--- src/rtl/ctrl_pkg.sv ---
// Shared codes for the multicycle ARM-subset controller: FSM states, datapath
// select encodings, condition field codes and the ALU command decode.
package ctrl_pkg;

    typedef enum logic [3:0] {
        FETCH,
        DECODE,
        MEMADR,
        MEMRD,
        MEMWB,
        MEMWR,
        EXECR,
        EXECI,
        ALUWB,
        BRANCH
    } state_t;

    // Op field values; ImmSrc is driven straight from Op, so these double as ImmSrc codes
    localparam logic [1:0] OP_DP   = 2'b00;
    localparam logic [1:0] OP_MEM  = 2'b01;
    localparam logic [1:0] OP_BR   = 2'b10;
    localparam logic [1:0] IMM_DP  = 2'b00;
    localparam logic [1:0] IMM_MEM = 2'b01;
    localparam logic [1:0] IMM_BR  = 2'b10;

    localparam logic [1:0] ALU_ADD = 2'b00;
    localparam logic [1:0] ALU_SUB = 2'b01;
    localparam logic [1:0] ALU_AND = 2'b10;
    localparam logic [1:0] ALU_ORR = 2'b11;

    localparam logic [1:0] RES_ALUOUT = 2'b00;
    localparam logic [1:0] RES_DATA   = 2'b01;
    localparam logic [1:0] RES_ALURES = 2'b10;

    localparam logic [1:0] SRCB_REG  = 2'b00;
    localparam logic [1:0] SRCB_IMM  = 2'b01;
    localparam logic [1:0] SRCB_FOUR = 2'b10;

    localparam logic [3:0] CMD_AND = 4'b0000;
    localparam logic [3:0] CMD_SUB = 4'b0010;
    localparam logic [3:0] CMD_ADD = 4'b0100;
    localparam logic [3:0] CMD_ORR = 4'b1100;

    localparam logic [3:0] COND_EQ = 4'h0;
    localparam logic [3:0] COND_NE = 4'h1;
    localparam logic [3:0] COND_CS = 4'h2;
    localparam logic [3:0] COND_CC = 4'h3;
    localparam logic [3:0] COND_MI = 4'h4;
    localparam logic [3:0] COND_PL = 4'h5;
    localparam logic [3:0] COND_VS = 4'h6;
    localparam logic [3:0] COND_VC = 4'h7;
    localparam logic [3:0] COND_HI = 4'h8;
    localparam logic [3:0] COND_LS = 4'h9;
    localparam logic [3:0] COND_GE = 4'hA;
    localparam logic [3:0] COND_LT = 4'hB;
    localparam logic [3:0] COND_GT = 4'hC;
    localparam logic [3:0] COND_LE = 4'hD;
    localparam logic [3:0] COND_AL = 4'hE;
    localparam logic [3:0] COND_NV = 4'hF;

    typedef struct packed {
        logic       pcwrite;
        logic       adrsrc;
        logic       memwrite;
        logic       irwrite;
        logic       regwrite;
        logic       alusrca;
        logic [1:0] resultsrc;
        logic [1:0] alusrcb;
        logic [1:0] alucontrol;
    } ctrl_t;

    localparam ctrl_t FETCH_CTRL = '{
        pcwrite:    1'b1,
        adrsrc:     1'b0,
        memwrite:   1'b0,
        irwrite:    1'b1,
        regwrite:   1'b0,
        alusrca:    1'b1,
        resultsrc:  RES_ALURES,
        alusrcb:    SRCB_FOUR,
        alucontrol: ALU_ADD
    };

    function automatic logic [1:0] alu_decode(input logic [3:0] cmd);
        case (cmd)
            CMD_ADD: return ALU_ADD;
            CMD_SUB: return ALU_SUB;
            CMD_AND: return ALU_AND;
            CMD_ORR: return ALU_ORR;
            default: return ALU_ADD;
        endcase
    endfunction

    function automatic logic is_arith(input logic [3:0] cmd);
        return (cmd == CMD_ADD) || (cmd == CMD_SUB);
    endfunction

endpackage

--- src/rtl/cond_unit.sv ---
// NZCV flags register and condition check. Conditional execution is compiled
// in with COND_EXEC_EN; otherwise CondEx is tied high but flags still update.
import ctrl_pkg::*;

module cond_unit #(
    parameter logic [3:0] FLAGS_RST = 4'b0000
) (
    input  logic       clk,
    input  logic       reset,
    input  logic [3:0] cond,
    input  logic [3:0] aluflags,
    input  logic       flagupd,
    input  logic       arith,
    output logic       condex
);

    logic [3:0] flags;
    logic       n, z, c, v;

    assign {n, z, c, v} = flags;

`ifdef COND_EXEC_EN
    always_comb begin
        condex = 1'b0;
        case (cond)
            COND_EQ: condex = z;
            COND_NE: condex = ~z;
            COND_CS: condex = c;
            COND_CC: condex = ~c;
            COND_MI: condex = n;
            COND_PL: condex = ~n;
            COND_VS: condex = v;
            COND_VC: condex = ~v;
            COND_HI: condex = c & ~z;
            COND_LS: condex = ~c | z;
            COND_GE: condex = (n == v);
            COND_LT: condex = (n != v);
            COND_GT: condex = ~z & (n == v);
            COND_LE: condex = z | (n != v);
            COND_AL: condex = 1'b1;
            default: condex = 1'b0;
        endcase
    end
`else
    logic unused_cond;
    assign unused_cond = ^{cond, n, z, c, v};
    assign condex      = 1'b1;
`endif

    // NZ always follow a flag-setting op; CV only for ADD/SUB so logical ops keep them
    always_ff @(posedge clk) begin
        if (reset) begin
            flags <= FLAGS_RST;
        end else if (flagupd && condex) begin
            flags[3:2] <= aluflags[3:2];
            if (arith) begin
                flags[1:0] <= aluflags[1:0];
            end
        end
    end

endmodule

--- src/rtl/multicycle_controller.sv ---
// Multicycle ARM-subset control unit: FSM, instruction decode and registered
// datapath strobes. Optional conditional execution via COND_EXEC_EN.
import ctrl_pkg::*;

module multicycle_controller #(
    parameter logic [3:0] FLAGS_RST = 4'b0000
) (
    input  logic        clk,
    input  logic        reset,
    input  logic [19:0] Instr,
    input  logic [3:0]  ALUFlags,
    output logic        PCWrite,
    output logic        AdrSrc,
    output logic        MemWrite,
    output logic        IRWrite,
    output logic        RegWrite,
    output logic        ALUSrcA,
    output logic [1:0]  ResultSrc,
    output logic [1:0]  ALUSrcB,
    output logic [1:0]  ImmSrc,
    output logic [1:0]  RegSrc,
    output logic [1:0]  ALUControl
);

    logic [3:0] cond;
    logic [1:0] op;
    logic [5:0] funct;
    logic [3:0] rd;
    logic       rd_pc;
    logic       condex;
    logic       flagupd;
    logic       unused_rn;

    state_t state, nxt;
    ctrl_t  ctl, nctl;

    assign cond      = Instr[19:16];
    assign op        = Instr[15:14];
    assign funct     = Instr[13:8];
    assign rd        = Instr[3:0];
    assign rd_pc     = (rd == 4'hF);
    assign unused_rn = ^Instr[7:4];

    assign flagupd = ((state == EXECR) || (state == EXECI)) && funct[0];

    cond_unit #(
        .FLAGS_RST(FLAGS_RST)
    ) u_cond (
        .clk     (clk),
        .reset   (reset),
        .cond    (cond),
        .aluflags(ALUFlags),
        .flagupd (flagupd),
        .arith   (is_arith(funct[4:1])),
        .condex  (condex)
    );

    always_comb begin
        nxt = FETCH;
        case (state)
            FETCH:  nxt = DECODE;
            DECODE: begin
                case (op)
                    OP_DP:   nxt = funct[5] ? EXECI : EXECR;
                    OP_MEM:  nxt = MEMADR;
                    OP_BR:   nxt = BRANCH;
                    default: nxt = FETCH;
                endcase
            end
            MEMADR: nxt = funct[0] ? MEMRD : MEMWR;
            MEMRD:  nxt = MEMWB;
            EXECR:  nxt = ALUWB;
            EXECI:  nxt = ALUWB;
            default: nxt = FETCH;
        endcase
    end

    // Outputs are registered from the next state, so CondEx is sampled one cycle
    // ahead; flags only change on the EXEC->ALUWB edge, which still sees the old value.
    always_comb begin
        nctl = '0;
        case (nxt)
            FETCH: nctl = FETCH_CTRL;
            DECODE: begin
                nctl.alusrca    = 1'b1;
                nctl.alusrcb    = SRCB_FOUR;
                nctl.alucontrol = ALU_ADD;
            end
            MEMADR: begin
                nctl.alusrcb    = SRCB_IMM;
                nctl.alucontrol = funct[3] ? ALU_ADD : ALU_SUB;
            end
            MEMRD: nctl.adrsrc = 1'b1;
            MEMWB: begin
                nctl.resultsrc = RES_DATA;
                nctl.regwrite  = condex;
                nctl.pcwrite   = condex & rd_pc;
            end
            MEMWR: begin
                nctl.adrsrc   = 1'b1;
                nctl.memwrite = condex;
            end
            EXECR: begin
                nctl.alusrcb    = SRCB_REG;
                nctl.alucontrol = alu_decode(funct[4:1]);
            end
            EXECI: begin
                nctl.alusrcb    = SRCB_IMM;
                nctl.alucontrol = alu_decode(funct[4:1]);
            end
            ALUWB: begin
                nctl.resultsrc = RES_ALUOUT;
                nctl.regwrite  = condex;
                nctl.pcwrite   = condex & rd_pc;
            end
            BRANCH: begin
                nctl.alusrca    = 1'b1;
                nctl.alusrcb    = SRCB_IMM;
                nctl.resultsrc  = RES_ALURES;
                nctl.alucontrol = ALU_ADD;
                nctl.pcwrite    = condex;
            end
            default: nctl = FETCH_CTRL;
        endcase
    end

    always_ff @(posedge clk) begin
        if (reset) begin
            state <= FETCH;
            ctl   <= FETCH_CTRL;
        end else begin
            state <= nxt;
            ctl   <= nctl;
        end
    end

    // Architectural writes are suppressed combinationally so an aborted
    // instruction cannot commit during the reset cycle itself.
    assign PCWrite    = ctl.pcwrite;
    assign AdrSrc     = ctl.adrsrc;
    assign MemWrite   = ctl.memwrite & ~reset;
    assign IRWrite    = ctl.irwrite;
    assign RegWrite   = ctl.regwrite & ~reset;
    assign ALUSrcA    = ctl.alusrca;
    assign ResultSrc  = ctl.resultsrc;
    assign ALUSrcB    = ctl.alusrcb;
    assign ALUControl = ctl.alucontrol;

    assign ImmSrc = op;
    assign RegSrc = {(op == OP_MEM) & ~funct[0], (op == OP_BR)};

endmodule

--- config.mk ---
export PLATFORM = sky130hd
export DESIGN_NAME = multicycle_controller
export DESIGN_NICKNAME = d
export VERILOG_FILES = /design/src/rtl/ctrl_pkg.sv /design/src/rtl/cond_unit.sv /design/src/rtl/multicycle_controller.sv
export SDC_FILE = /design/constraint.sdc
export NUM_CORES = 1
export LEC_CHECK = 0
export BUFFER_PORTS_ARGS = -buffer_cell sky130_fd_sc_hd__clkbuf_2
export CORE_MARGIN = 2
export CORE_UTILIZATION = 43
export CTS_BUF_LIST = sky130_fd_sc_hd__clkbuf_16
export DETAILED_ROUTE_END_ITERATION = 10
export GPL_TIMING_DRIVEN = 1
export PLACE_DENSITY = 0.85
export SLEW_MARGIN = 15
export SYNTH_ARGS = -nofsm -noshare
export SYNTH_HDL_FRONTEND = slang
export SYNTH_HIERARCHICAL = 1
export SYNTH_SLANG_ARGS = --single-unit
export TNS_END_PERCENT = 5
--- constraint.sdc ---
create_clock -name clk -period 2.1 [get_ports clk]
set_input_delay 0.315 -clock clk [delete_from_list [all_inputs] [get_ports clk]]
set_output_delay 0.315 -clock clk [all_outputs]
set_load 0.05 [all_outputs]
==> results.md, run 1 <==
* Status: finished clean
* Final Hold Fails at 0
* Yosys warning count at 6
* CP Capture Type: flip-flop
* Ports at 42
* Post-place setup slack at ~0.40 ns
* DR iter-0 viols at 15
* Fin crit share at 0.8264
* Post-CTS Resized at 0
* Root buf cell: clkbuf_16
* Critical-path cell list: or3b_1 -> a21oi_1 -> nor2_1 -> a221o_1
* Routed WL at 1480 µm
* Pre-antenna DRT Iters at 4
* Vias in the first global route at 524
* CP max FO at 9
* Layout cells sized above 1 at 0.3704
* Slowest Stage Delay on Critical Path at 0.47 ns
* Number of inserted diodes at 0
* Hold buffer count at cts at 0
* WL per Instance at roughly 11 µm
* Vias per cell at between 4 and 5
* Nets at 135
* Register area at 320.3 µm²
* Clock latency on the worst-skew pair at 0.24 ns
* CTS Buffer Depth at 2
* Crit path time final at 1.735 ns
* Area Overhead vs Synth at 22.63%
* # Post-CTS Setup Buffers at 0
* Post-synth net total at 112
* Most frequent cells in the layout: 29 x clkbuf_2, 16 x dfxtp_1, 9 x nor2_1
* Initial core utilization at 0.4580
* Global route total overflow at 0
* Max Clk Rate at 0.5762 GHz
* TritonCTS clock tree: done
* Die area at ~0.0022 mm²
* Netlist Area Pre-Place at 790.8 µm²
* PortBufs at 29
* Worst EP required at 2.23 ns
* GRT Util Overall at 0.1449
* Overall power at 884.9 µW
* Area of the multi-input gates at around 380 µm²
* Row count at 15
* Gate Count Post-Synth at 86
* Most common cell after layout, fill and taps aside: clkbuf_2
* Post-route setup slack at 0.3646 ns
* Routability cong. at 0.8034
* Max-slew violations at 0
* First-pass GRT wire length at 2180 µm
* Setup violations, final at 0
* Hpwl dp at 1127 µm
* WS Path Type: flip-flop to flip-flop
* Final ANT Viol Nets at 0
* Die Ht at 46.89 µm
* Synth Area per Inst at 9.195 µm²
* Fill cell count at ~170
* Routed vias at 659
* Largest net degree at the start of global routing at 15
* Setup TNS at 0 ns
* CP max stage cell: dfxtp_1
* Clock buffer count from CTS at 3
* Max rail drop VDD at 0.6531 mV
* DRC viols at 0
* Chip Width at 46.89 µm
* WP data arrival at 1.86 ns
* PwrDens at around 910 mW/mm²
* Initial antenna violation count at 0
* Worst R2R Setup Slack at 0.36 ns
* Max Cap Violations at 0
* Worst-path clk slew at 0.05 ns
* Clock Skew at 0.003053 ns
* Worst hold slack at 0.2539 ns
* Hold WC Path Type: input port to flip-flop
* Depth of the CTS H-tree at 1
* Leakage at 0.0004295 µW
* Clock sink total at 16
* Core Region at approximately 0.0017 mm²
* Worst setup SP type: flip-flop
* RSZ-0062 raised after global routing: no
worst max-delay path, delay by kind of cell, from the launching register on:
kind            cells  cell delay (ns)
compound gates      2             0.61
simple gates        2             0.55
flops               1             0.47
per-stage QoR:
stage                     utilization  instance area (µm²)  cells
after floorplan                     -                790.8     86
after global placement         0.5159                890.9    129
after detailed placement       0.5159                890.9    129
after CTS                      0.5616                969.7    133
after global routing           0.5616                969.7    133
final                          0.5616                969.7    133
layout make-up:
cell class / count / share of cell area
repair buffers: 30 / 0.1574
multi-input cells: 56 / 0.3910
flip-flops and latches: 16 / 0.3303
inverters: 2 / 0.007742
well taps: 25 / 0.03226
clock buffers: 3 / 0.07742
clock inverters: 1 / 0.003871
registers in the layout, indices dropped and copies added, names as in the netlist:
| signal | count |
|---|---|
| state | 4 |
| ResultSrc | 2 |
| ALUControl | 2 |
| IRWrite | 1 |
| PCWrite | 1 |
| ctl | 2 |
| ALUSrcA | 1 |
| AdrSrc | 1 |
| ALUSrcB | 2 |
power breakdown:
group          internal, µW  switching, µW  total (µW)
Clock                   252            111         363
Combinational          59.7            124         184
Sequential              324           14.1         338
path summary, 6_finish.rpt:
check                                      to      start  cells after the start
worst max register to register        PCWrite   state[0]                      4
worst min register to register       state[3]   state[2]                      2
worst min-delay path            ALUControl[1]  Instr[10]                      2
worst max-delay path                  PCWrite   state[0]                      4
per-layer routing:
layer | global-route usage | routed length [µm]
met1 | 0.1624 | 653
met2 | 0.2411 | 744
met3 | 0.06923 | 77
met4 | 0.05000 | 4
met5 | 0 | 0
Note: power is estimated with default switching activity, not from simulation.
==> run 2, diff against run 1 <==
clock period = 1.6 ns   (was 2.1 ns; I/O delays follow)
==> results.md, run 2 (synthesized netlist as in run 1, its figures left out) <==
* Status: finished clean (unchanged)
* Final ANT Viol Nets at 0 (unchanged)
* WL met3 at 131 µm (was 77 µm)
* Placed instance area at 970.9 µm² (was 890.9 µm²)
* PwrDens at 1114 mW/mm² (was 912.6 mW/mm²)
* Hold buffer count at cts at 0 (unchanged)
* Hold path endpoint: ALUControl[1] (unchanged)
* GRT Util Overall at 0.1732 (was 0.1449)
* Nets at 146 (was 135)
* Setup violations, final at 0 (unchanged)
* Worst R2R Setup Slack at 0.05 ns (was 0.36 ns)
* Most common cell after layout, fill and taps aside: clkbuf_2 (unchanged)
* Routed vias at 712 (was 659)
* Layout Cells excl Fill at 144 (was 133)
* TritonCTS clock tree: done (unchanged)
* Pre-antenna DRT Iters at 4 (unchanged)
* Routed wl met2 at 839 µm (was 744 µm)
* Post-route setup slack at 0.05500 ns (was 0.3646 ns)
* Max rail drop VDD at 0.6328 mV (was 0.6531 mV)
* Met1 WL at 715 µm (was 653 µm)
* Die Ht at 46.89 µm (unchanged)
* Ports at 42 (unchanged)
* Root buf cell: clkbuf_16 (unchanged)
* Row count at 15 (unchanged)
* R2r endpoint: ALUControl[0] (was PCWrite)
* Clock buffer count from CTS at 3 (unchanged)
* Worst-path clk slew at 0.05 ns (about the same)
* Setup TNS at 0 ns (unchanged)
* Die area at 0.002198 mm² (unchanged)
* Clock latency on the worst-skew pair at 0.24 ns (about the same)
* Leakage at 0.0004905 µW (was 0.0004295 µW)
* Routed WL at 1697 µm (was 1480 µm)
* Overall power at 1207 µW (was 884.9 µW)
* Crit path time final at 1.545 ns (was 1.735 ns)
* DRC viols at 0 (unchanged)
* Vias per cell at 4.944 (was 4.955)
* CTS Buffer Depth at 2 (unchanged)
* RSZ-0062 raised after global routing: yes (was no)
* Post-route cell area at 0.001084 mm² (was 969.7 µm²)
* PortBufs at 29 (unchanged)
* # placed instances at 139 (was 129)
* Initial core utilization at 0.4580 (unchanged)
* Max Cap Violations at 0 (unchanged)
* Number of inserted diodes at 0 (unchanged)
* Core Region at 0.001727 mm² (unchanged)
* Largest net degree at the start of global routing at 15 (unchanged)
* Final Hold Fails at 0 (unchanged)
* First-pass GRT wire length at 2628 µm (was 2180 µm)
* Max FFs per register at 4 (unchanged)
* WP data arrival at 1.73 ns (was 1.86 ns)
* Most frequent cells in the layout: 29 x clkbuf_2, 13 x dfxtp_1, 12 x buf_4 (was 29 x clkbuf_2, 16 x dfxtp_1, 9 x nor2_1)
* Clock sink total at 16 (unchanged)
* Worst r2r src: state[0] (unchanged)
* Hold WC Path Type: input port to flip-flop (unchanged)
* Hpwl dp at 1246 µm (was 1127 µm)
* Top sig layer: met4 (unchanged)
* Depth of the CTS H-tree at 1 (unchanged)
* WS Path Type: flip-flop to flip-flop (unchanged)
* Reg with most FFs: state (unchanged)
* Max-slew violations at 0 (unchanged)
* Worst setup SP type: flip-flop (unchanged)
* WL per Instance at 11.78 µm (was 11.13 µm)
* Worst EP required at 1.78 ns (was 2.23 ns)
* DR iter-0 viols at 26 (was 15)
* Chip Width at 46.89 µm (unchanged)
* Clock Skew at 0.003117 ns (was 0.003053 ns)
* CP max FO at 5 (was 9)
* Layout cells sized above 1 at 0.5042 (was 0.3704)
* Min-delay src: Instr[10] (unchanged)
* Area Overhead vs Synth at 37.03% (was 22.63%)
* Fin crit share at 0.9656 (was 0.8264)
* Routability cong. at 0.8366 (was 0.8034)
* Worst hold path stage count at 2 (unchanged)
* Post-place setup slack at -0.02053 ns (was 0.4022 ns)
* Vias in the first global route at 659 (was 524)
* Global route total overflow at 0 (unchanged)
* CP Capture Type: flip-flop (unchanged)
* Max Clk Rate at 0.6472 GHz (was 0.5762 GHz)
* R2R depth at 4 (unchanged)
* Initial antenna violation count at 0 (unchanged)
[run 2: cell types whose count changed in the layout (fill, tap and decap cells not counted), sizes merged]
cell	change
buf	+11
[run 2: how the worst max path moves through the flow]
stage	from	endpoint	slack, ns	depth (start not counted)
after floorplan	Instr[15]	PCWrite	-0.01	4
after global placement	state[0]	PCWrite	-0.02	4
after detailed placement	state[0]	PCWrite	-0.02	4
after CTS	state[1]	PCWrite	0.02	4
after global routing	state[2]	PCWrite	-0.02	5
final	state[0]	ALUControl[0]	0.05	4
[run 2: power by group]
| group | total (µW) | internal (µW) | leakage, µW | switching [µW] |
|---|---|---|---|---|
| sequential | 438 | 426 | 0.000133 | 12.6 |
| clock | 478 | 331 | 0.0000385 | 147 |
| combinational | 291 | 108 | 0.000319 | 182 |
| total | 1210 | 865 | 0.000491 | 342 |
[run 2: cell type report]
class	count	area (µm²)
Sequential cell	16	329.1
Clock inverter	1	3.754
Inverter	2	7.507
Tap cell	25	31.28
Timing Repair Buffer	41	235.2
Fill cell	136	643.1
Clock buffer	3	75.07
Multi-Input combinational cell	56	401.6
[run 2: worst max-delay path, stage by stage (launching register included)]
cell and delay (ns):
dfxtp_4 0.37, or3b_4 0.39, or4_1 0.43, a21o_1 0.18, a21oi_2 0.11
[run 2: timing repair]
action,CTS,global route
setup endpoints to repair,3,5
gates resized for setup,2,8
buffers inserted,0,1
pin swaps,1,1
[run 2: per-stage QoR]
stage,hold slack [ns],utilization
after detailed placement,0.4373,0.5623
final,0.1860,0.6275
after global placement,0.4294,0.5623
after global routing,0.1966,0.6275
after floorplan,0.3179,-
after CTS,0.1850,0.6109
[run 2: per-layer routing]
metal / vias to the layer above / track usage
met4: 0 / 0.1056
met1: 317 / 0.2024
met3: 2 / 0.04615
met2: 31 / 0.2822
li1: 362 / -
met5: - / 0
==> run 3, diff against run 2 <==
CTS_BUF_LIST = default   (was sky130_fd_sc_hd__clkbuf_16)
==> results.md, run 3 (synthesized netlist as in run 1, its figures left out) <==
* Max-slew violations at 0 (unchanged)
* Worst hold path stage count at 2 (unchanged)
* PortBufs at 29 (unchanged)
* Max rail drop VDD at 0.4191 mV (was 0.6328 mV)
* Worst-path clk slew at 0.09 ns (was 0.05 ns)
* DR iter-0 viols at 19 (was 26)
* Routed WL at 1684 µm (was 1697 µm)
* First-pass GRT wire length at 2622 µm (was 2628 µm)
* Leakage at 0.0004707 µW (was 0.0004905 µW)
* Initial core utilization at 0.4580 (unchanged)
* Routed vias at 707 (was 712)
* Setup violations, final at 0 (unchanged)
* R2R depth at 4 (unchanged)
* DRC viols at 0 (unchanged)
* Clock buffer count from CTS at 3 (unchanged)
* Root buf cell: clkbuf_4 (was clkbuf_16)
* Worst path top cell family by delay: simple AND/OR/NAND/NOR gates (unchanged)
* Fin crit share at 0.9901 (was 0.9656)
* Number of inserted diodes at 0 (unchanged)
* Post-route cell area at 0.001047 mm² (was 0.001084 mm²)
* WL per Instance at 11.78 µm (about the same)
* Final ANT Viol Nets at 0 (unchanged)
* Clock Skew at 0.003491 ns (was 0.003117 ns)
* Crit path buffers/inverters at 0 (unchanged)
* Worst R2R Setup Slack at 0.02 ns (was 0.05 ns)
* Area Overhead vs Synth at 32.44% (was 37.03%)
* Ports at 42 (unchanged)
* Most frequent cells in the layout: 29 x clkbuf_2, 13 x dfxtp_1, 10 x buf_4 (was 29 x clkbuf_2, 13 x dfxtp_1, 12 x buf_4)
* GR Util met2 at 0.2712 (was 0.2822)
* Final Hold Fails at 0 (unchanged)
* Post-place setup slack at -0.02053 ns (unchanged)
* Reg with most FFs: state (unchanged)
* # placed instances at 139 (unchanged)
* Hpwl dp at 1246 µm (unchanged)
* Placed instance area at 970.9 µm² (unchanged)
* Post-route setup slack at 0.01591 ns (was 0.05500 ns)
* Worst EP required at 1.83 ns (was 1.78 ns)
* Layout cells sized above 1 at 0.5339 (was 0.5042)
* Clock sink total at 16 (unchanged)
* GRT Util Overall at 0.1732 (unchanged)
* PwrDens at 951.0 mW/mm² (was 1114 mW/mm²)
* Chip Width at 46.89 µm (unchanged)
* Max Cap Violations at 0 (unchanged)
* Gr busiest metal: met2 (unchanged)
* CTS Buffer Depth at 2 (unchanged)
* R2r endpoint: ALUControl[0] (unchanged)
* Core Region at 0.001727 mm² (unchanged)
* Global route total overflow at 0 (unchanged)
* Routability cong. at 0.8366 (unchanged)
* Crit path depth at 4 (unchanged)
* Worst r2r src: state[0] (unchanged)
* WP data arrival at 1.81 ns (was 1.73 ns)
* TritonCTS clock tree: done (unchanged)
* CP max FO at 5 (unchanged)
* CP Capture Type: flip-flop (unchanged)
* Die area at 0.002198 mm² (unchanged)
* Critical-path cell list: or3b_4 -> or4_4 -> a21o_1 -> a21oi_2 (was or3b_4 -> or4_1 -> a21o_1 -> a21oi_2)
* RSZ-0062 raised after global routing: yes (unchanged)
* Depth of the CTS H-tree at 1 (unchanged)
* Worst setup SP type: flip-flop (unchanged)
* Vias in the first global route at 649 (was 659)
* Pre-antenna DRT Iters at 4 (unchanged)
* Worst hold slack at 0.1382 ns (was 0.1860 ns)
* Min-delay src: Instr[10] (unchanged)
* Layout Cells excl Fill at 143 (was 144)
* Met3 Track Usage GR at 0.04615 (unchanged)
* Max Clk Rate at 0.6313 GHz (was 0.6472 GHz)
* Max FFs per register at 4 (unchanged)
* Status: finished clean (unchanged)
* Clock latency on the worst-skew pair at 0.28 ns (was 0.24 ns)
* WS Path Type: flip-flop to flip-flop (unchanged)
* Setup TNS at 0 ns (unchanged)
* Slowest Stage Delay on Critical Path at 0.43 ns (about the same)
* Hold WC Path Type: input port to flip-flop (unchanged)
* Initial antenna violation count at 0 (unchanged)
* Largest net degree at the start of global routing at 15 (unchanged)
* Row count at 15 (unchanged)
* Hold path endpoint: ALUControl[1] (unchanged)
* Nets at 145 (was 146)
* Vias per cell at 4.944 (about the same)
* Die Ht at 46.89 µm (unchanged)
* Fill cell count at 145 (was 136)
* Met1 Usage GRT at 0.2094 (was 0.2024)
* Hold buffer count at cts at 0 (unchanged)
* Crit path time final at 1.584 ns (was 1.545 ns)
* CP max stage cell: or4_4 (was or4_1)
* Most common cell after layout, fill and taps aside: clkbuf_2 (unchanged)
[run 3: routing by layer]
| layer | wire (µm) | up-vias |
|---|---|---|
| li1 | - | 357 |
| met1 | 778 | 321 |
| met2 | 807 | 27 |
| met3 | 86 | 2 |
| met4 | 12 | 0 |
| met5 | 0 | - |
[run 3: stage by stage]
stage	total power, µW	utilization
after floorplan	648.3	-
after global placement	715.7	0.5623
after detailed placement	721.3	0.5623
after CTS	984.1	0.5862
after global routing	1051	0.6065
final	995.9	0.6065
[run 3: worst max path at each step]
stage | to | startpoint | slack [ns]
4_1_cts | PCWrite | state[1] | 0.02
5_1_grt | ALUControl[0] | state[0] | -0.02
6_report | ALUControl[0] | state[0] | 0.02
3_5_place_dp | PCWrite | state[0] | -0.02
2_1_floorplan | PCWrite | Instr[15] | -0.01
3_3_place_gp | PCWrite | state[0] | -0.02
[run 3: area by class of cell]
type                            count  area, µm²  area share
Multi-Input combinational cell     56      414.1      0.3955
Inverter                            2      7.507    0.007168
Clock buffer                        4      36.28     0.03465
Timing Repair Buffer               40      231.5      0.2210
Tap cell                           25      31.28     0.02987
Sequential cell                    16      326.6      0.3118
[run 3: what timing repair did]
item	CTS	global route
endpoints found under the hold margin	0	0
resized for setup	2	11
buffers inserted	0	0
pin swaps	0	3
endpoints found under the setup margin	3	5
[run 3: worst register-to-register path: cells and delay by family (launching register included)]
kind               cells  cell delay, ns
AOI/OAI and AO/OA      2            0.31
and+or+nand+nor        2            0.83
DFF                    1            0.39
[run 3: where the power goes]
part           switching (µW)  internal (µW)
combinational             184            109
clock                     126            138
sequential               14.1            425
